--- src/rtl/pipelined_adder.sv ---
// Pipelined WIDTH-bit add/subtract split into STAGES registered carry-chain slices,
// with carry, signed-overflow and zero flags and a valid/ready handshake on both sides.
module pipelined_adder #(
  parameter int WIDTH  = 32,
  parameter int STAGES = 4
) (
  input  logic             Clk_i,
  input  logic             Rst_i,
  input  logic [WIDTH-1:0] Number1_i,
  input  logic [WIDTH-1:0] Number2_i,
  input  logic             Carry_i,
  input  logic             Sub_i,
  input  logic             Valid_i,
  output logic             Ready_o,
  output logic [WIDTH-1:0] Result_o,
  output logic             Carry_o,
  output logic             Overflow_o,
  output logic             Zero_o,
  output logic             Valid_o,
  input  logic             Ready_i
);

  localparam int CHUNK = WIDTH / STAGES;

  if (WIDTH < 2 || STAGES < 1 || (WIDTH % STAGES) != 0) begin : g_param_check
    $error("pipelined_adder: WIDTH must be >= 2 and STAGES >= 1 must divide WIDTH");
  end

  // Handshake: an op enters on an edge where Valid_i & Ready_o and leaves on an edge
  // where Valid_o & Ready_i. The whole pipe moves as one (w_adv) and bubbles are kept.
  logic w_adv;

  logic             r_valid [STAGES];
  logic             r_sub   [STAGES];
  logic             r_carry [STAGES];
  logic [WIDTH-1:0] r_a     [STAGES];
  logic [WIDTH-1:0] r_b     [STAGES];
  logic [WIDTH-1:0] r_res   [STAGES];
  logic             r_ovf;
  logic             r_zero;

  // Per-stage view of what the stage consumes this cycle.
  logic             w_valid_cur [STAGES];
  logic             w_sub_cur   [STAGES];
  logic             w_cin_cur   [STAGES];
  logic [WIDTH-1:0] w_a_cur     [STAGES];
  logic [WIDTH-1:0] w_b_cur     [STAGES];
  logic [WIDTH-1:0] w_res_cur   [STAGES];

  // Per-stage values that the stage register loads on an advancing edge.
  logic             w_valid_nxt [STAGES];
  logic             w_sub_nxt   [STAGES];
  logic             w_carry_nxt [STAGES];
  logic [WIDTH-1:0] w_a_nxt     [STAGES];
  logic [WIDTH-1:0] w_b_nxt     [STAGES];
  logic [WIDTH-1:0] w_res_nxt   [STAGES];
  logic             w_ovf_nxt;
  logic             w_zero_nxt;

  assign w_adv   = Ready_i | ~r_valid[STAGES-1];
  assign Ready_o = w_adv;

  for (genvar k = 0; k < STAGES; k++) begin : g_stage
    logic [CHUNK-1:0] w_b_slice;
    logic [CHUNK:0]   w_sum;

    if (k == 0) begin : g_first
      assign w_a_cur[k]     = Number1_i;
      assign w_b_cur[k]     = Number2_i;
      assign w_sub_cur[k]   = Sub_i;
      // Subtract forces the +1 of the two's-complement negate; Carry_i is ignored then.
      assign w_cin_cur[k]   = Sub_i | Carry_i;
      assign w_valid_cur[k] = Valid_i & w_adv;
      assign w_res_cur[k]   = '0;
    end else begin : g_follow
      assign w_a_cur[k]     = r_a[k-1];
      assign w_b_cur[k]     = r_b[k-1];
      assign w_sub_cur[k]   = r_sub[k-1];
      assign w_cin_cur[k]   = r_carry[k-1];
      assign w_valid_cur[k] = r_valid[k-1];
      assign w_res_cur[k]   = r_res[k-1];
    end

    assign w_b_slice = w_b_cur[k][CHUNK-1:0] ^ {CHUNK{w_sub_cur[k]}};
    assign w_sum     = {1'b0, w_a_cur[k][CHUNK-1:0]} + {1'b0, w_b_slice}
                     + {{CHUNK{1'b0}}, w_cin_cur[k]};

    // Result slices enter at the top and shift down, so after the last stage slice 0
    // sits in the low bits and the word is fully assembled.
    assign w_res_nxt[k]   = (WIDTH'(w_sum[CHUNK-1:0]) << (WIDTH - CHUNK))
                          | (w_res_cur[k] >> CHUNK);
    assign w_carry_nxt[k] = w_sum[CHUNK];
    assign w_sub_nxt[k]   = w_sub_cur[k];
    assign w_valid_nxt[k] = w_valid_cur[k];

    if (k < STAGES - 1) begin : g_skew
      assign w_a_nxt[k] = w_a_cur[k] >> CHUNK;
      assign w_b_nxt[k] = w_b_cur[k] >> CHUNK;
    end else begin : g_last
      assign w_a_nxt[k] = '0;
      assign w_b_nxt[k] = '0;
      // a^b^sum at the MSB recovers the carry into the MSB.
      assign w_ovf_nxt  = w_a_cur[k][CHUNK-1] ^ w_b_slice[CHUNK-1]
                        ^ w_sum[CHUNK-1] ^ w_sum[CHUNK];
      assign w_zero_nxt = ~|w_res_nxt[k];
    end
  end

  always_ff @(posedge Clk_i) begin
    if (Rst_i) begin
      for (int k = 0; k < STAGES; k++) begin
        r_valid[k] <= 1'b0;
        r_sub[k]   <= 1'b0;
        r_carry[k] <= 1'b0;
        r_a[k]     <= '0;
        r_b[k]     <= '0;
        r_res[k]   <= '0;
      end
      r_ovf  <= 1'b0;
      r_zero <= 1'b0;
    end else if (w_adv) begin
      for (int k = 0; k < STAGES; k++) begin
        r_valid[k] <= w_valid_nxt[k];
        r_sub[k]   <= w_sub_nxt[k];
        r_carry[k] <= w_carry_nxt[k];
        r_a[k]     <= w_a_nxt[k];
        r_b[k]     <= w_b_nxt[k];
        r_res[k]   <= w_res_nxt[k];
      end
      r_ovf  <= w_ovf_nxt;
      r_zero <= w_zero_nxt;
    end
  end

  assign Result_o   = r_res[STAGES-1];
  assign Carry_o    = r_carry[STAGES-1];
  assign Overflow_o = r_ovf;
  assign Zero_o     = r_zero;
  assign Valid_o    = r_valid[STAGES-1];

endmodule

--- config.mk ---
export PLATFORM = sky130hd
export DESIGN_NAME = pipelined_adder
export DESIGN_NICKNAME = d
export VERILOG_FILES = /design/src/rtl/pipelined_adder.sv
export SDC_FILE = /design/constraint.sdc
export NUM_CORES = 1
export LEC_CHECK = 0
export BUFFER_PORTS_ARGS = -buffer_cell sky130_fd_sc_hd__buf_4
export CELL_PAD_IN_SITES_DETAIL_PLACEMENT = 0
export CELL_PAD_IN_SITES_GLOBAL_PLACEMENT = 1
export CORE_ASPECT_RATIO = 2
export CORE_MARGIN = 2
export CORE_UTILIZATION = 48
export CTS_BUF_LIST = sky130_fd_sc_hd__clkbuf_16
export CTS_CLUSTER_DIAMETER = 200
export DETAILED_ROUTE_END_ITERATION = 8
export PLACE_DENSITY = 0.88
export RECOVER_POWER = 25
export SYNTH_ARGS = -nofsm -noshare
export SYNTH_HDL_FRONTEND = slang
export SYNTH_SLANG_ARGS = --single-unit
--- constraint.sdc ---
create_clock -name Clk_i -period 8.1 [get_ports Clk_i]
set_clock_uncertainty 0.1 [all_clocks]
set_input_delay 0.81 -clock Clk_i [delete_from_list [all_inputs] [get_ports Clk_i]]
set_output_delay 0.81 -clock Clk_i [all_outputs]
set_load 0.05 [all_outputs]
==> impl_metrics.csv <==
group,metric,value,unit
run_status,outcome,"finished, final reports clean",
clock_network,ctsHoldBuffers,0,
timing,layout_min_cycle_time,3.04,ns
yosys,syn-cell-area,8520,sq um
die,die_area,18900,sq um
grt,grt_use_total,14.6,%
place,dpl.hpwl,9.14,mm
worst_hold_path,hp-start,"Zero_o$_SDFFE_PP0N_",
yosys,synth_xor_area_share,4.63,%
grt,grt_pass1_wl,21.9,mm
yosys,synth-edff-count,187,
clock_network,cts_buffers,17,
worst_setup_path,r2r_start,"r_valid[3]$_DFFE_PP_",
worst_setup_path,critPathLaunch,"r_valid[3]$_DFFE_PP_",
detailed_routing,routed-via-count,4688,
yosys,yosys.area_share.simple,17.3,%
die,io_pins,107,
yosys,synth_compound_area_share,3.69,%
run,drv_cap,0,
timing,timing.fmax,329,MHz
power_and_ir_drop,seqPwrFrac,52.5,%
place,gp_congestion,0.820,
worst_setup_path,end_kind,"register",
yosys,synth_commonest_cells,"edfxtp_1 (187), and2_1 (158), nor2_1 (43)",
timing,worst_slew_pin_slew,1.35,ns
yosys,ys_async_sr_fraction,0,%
cells_and_area,stdcell_area,9960,sq um
yosys,ys_types,39,
power_and_ir_drop,p_sw_share,24.3,%
detailed_routing,via_per_inst,4.97,
timing,final.setup.tns,0,ns
grt,overflow,0,
grt,grt_max_degree,159,
power_and_ir_drop,p_clk_share,35.8,%
clock_network,htreeDepth,4,
place,io_buffer_count,106,
die,die_w,98.2,um
power_and_ir_drop,switching_power,0.000546,W
yosys,synth_most_common_cell,"edfxtp_1",
grt,grt_pass1_vias,4864,
detailed_routing,drtPass1Iterations,4,
timing,drv_slew,0,
die,initial_utilization,49.1,%
yosys,synthFlopType,"edfxtp_1",
cells_and_area,fin_nets,826,
yosys,synth_mux_area_share,0,%
timing,fin_crit_sh,37.6,%
die,die_y,192,um
place,dpl-instance-area,9520,sq um
clock_network,cts-root-buf,"clkbuf_16",
cells_and_area,layout-drive-gt1-share,15.1,%
timing,slew_headroom,10.0,%
worst_setup_path,crit_arrival,2.99,ns
yosys,ys_seq_area_share,66.4,%
detailed_routing,drt_iter0_drc,229,
clock_network,cts_sinks,189,
cells_and_area,syn_to_final_growth,17.0,%
yosys,synth_fa_ha_area_share,5.99,%
detailed_routing,wire_per_inst,14.1,um
power_and_ir_drop,p_per_area,225,nW/um^2
clock_network,cts_setup_buffers,0,
yosys,syn_area_per_cell,13.8,sq um
die,core-area,17400,sq um
cells_and_area,antenna_cells,0,
yosys,ys_seq_elements,189,
worst_setup_path,start_kind,"register",
cells_and_area,fill_cells,1441,
die,row_count,68,
yosys,yosysWarnings,0,
worst_setup_path,required,8.04,ns
yosys,synth_area_leader_cell,"edfxtp_1",
power_and_ir_drop,internal-power,0.00170,W
clock_network,cts_tree,"built",
clock_network,clk_path_buf_depth,2,
yosys,syn_nets,722,
detailed_routing,totalWireLength,13.3,mm
worst_hold_path,hp-class,"reg2reg",
power_and_ir_drop,leakagePower,4.23,nW
clock_network,post_cts_resized,0,
power_and_ir_drop,ir_worst_vdd,143,uV
timing,finalHoldViolCount,0,
timing,whs,0.392,ns
yosys,synth_top_family_by_area,"simple AND/OR/NAND/NOR gates",
power_and_ir_drop,p_comb_share,11.7,%
yosys,synth_top_area_share,65.9,%
worst_setup_path,path_max_fanout,95,
detailed_routing,antenna_left,0,
detailed_routing,route.detailed.drc,0,
yosys,synthCells,616,
timing,setup_violations,0,
timing,rsz0062_at_grt,"false",
yosys,synth.area.top_cells,"edfxtp_1 (66%), and2_1 (12%), ha_1 (4.1%), xor2_1 (3.9%), nor2_1 (1.9%)",
clock_network,clkTransAtPathRegs,0.07,ns
grt,antenna_found_initial,0,
worst_setup_path,worstSetupPathType,"reg2reg",
clock_network,worstSkewPairLatency,0.43,ns
[layout by cell type, fill, tap and decap left out, types with 2 or more instances in the layout]
cell type,count
inv_6,4
nor3_1,14
o41ai_2,2
and2_0,6
o21a_1,5
nor2b_1,8
dfxtp_1,2
clkbuf_1,37
inv_1,19
inv_8,3
clkbuf_16,17
buf_4,71
nand3_1,2
ha_1,28
xor2_1,38
and2_1,152
a21oi_1,11
clkinv_4,3
a211oi_1,3
a21o_1,2
o21ai_1,8
fa_1,8
nor3b_1,5
nand2b_1,5
edfxtp_1,187
o21ai_0,9
nand2_1,6
clkinv_1,2
xnor2_1,7
nor2_1,42
o31ai_1,2
nor4_1,6
[cells by family (layout without fill, tap and decap cells)]
kind of cell | Yosys count | count (layout)
compound gates | 48 | 48
xor+xnor | 45 | 45
fa+ha+maj | 36 | 36
buf+inv | 43 | 160
flops | 189 | 189
simple gates | 255 | 255
[flip-flops by register name (all words and copies together), names as in the netlist]
name        count
r_b            48
r_carry         4
r_sub           3
Overflow_o      1
r_valid         4
r_res          80
Zero_o          1
r_a            48
[final cells by class]
| class | instances | area (sq um) | area share [%] |
|---|---|---|---|
| well taps | 210 | 263 | 2.64 |
| flip-flops and latches | 189 | 5660 | 56.8 |
| clock buffers | 17 | 425 | 4.27 |
| multi-input cells | 384 | 2710 | 27.2 |
| inverters | 19 | 71.3 | 0.716 |
| clock inverters | 15 | 156 | 1.57 |
| repair buffers | 109 | 679 | 6.82 |
[per-layer routing]
| metal | wire [um] | GRT usage [%] | vias to the layer above |
|---|---|---|---|
| li1 | - | - | 2360 |
| met3 | 506 | 2.93 | 32 |
| met2 | 7310 | 27.3 | 105 |
| met5 | 0 | 0 | - |
| met4 | 597 | 8.90 | 0 |
| met1 | 4840 | 14.7 | 2191 |
[through the flow]
step / power, W / cells / utilization (%) / setup WS (ns)
after floorplan: 0.00139 / 616 / - / 2.10
after global placement: 0.00146 / 911 / 54.8 / 4.74
after detailed placement: 0.00148 / 911 / 54.8 / 4.61
after CTS: 0.00227 / 943 / 58.2 / 4.99
after global routing: 0.00233 / 943 / 57.4 / 4.83
final: 0.00224 / 943 / 57.4 / 5.06
[worst max-delay path, stage by stage (launching register included)]
cell and delay (ns):
edfxtp_1 0.39, nor2b_1 0.22, nand2b_4 0.85, buf_4 0.99
[power groups by stage]
| stage | Combinational, W | Sequential (W) | Clock (W) |
|---|---|---|---|
| 2_1_floorplan | 0.000151 | 0.00124 | 0 |
| 3_3_place_gp | 0.000266 | 0.00120 | 0 |
| 3_5_place_dp | 0.000275 | 0.00120 | 0 |
| 4_1_cts | 0.000276 | 0.00118 | 0.000819 |
| 5_1_grt | 0.000291 | 0.00119 | 0.000856 |
| 6_report | 0.000263 | 0.00118 | 0.000803 |
[final timing paths]
kind                                              endpoint  depth (start not counted)  slack (ns)
worst max-delay path            r_res[2][15]$_SDFFCE_PN0P_                          3        5.06
worst min-delay path                   Zero_o$_SDFFE_PP0N_                          2        0.39
worst max register to register  r_res[2][15]$_SDFFCE_PN0P_                          3        5.06
worst min register to register         Zero_o$_SDFFE_PP0N_                          2        0.39
No activity file was read; power rests on OpenSTA's default activity.
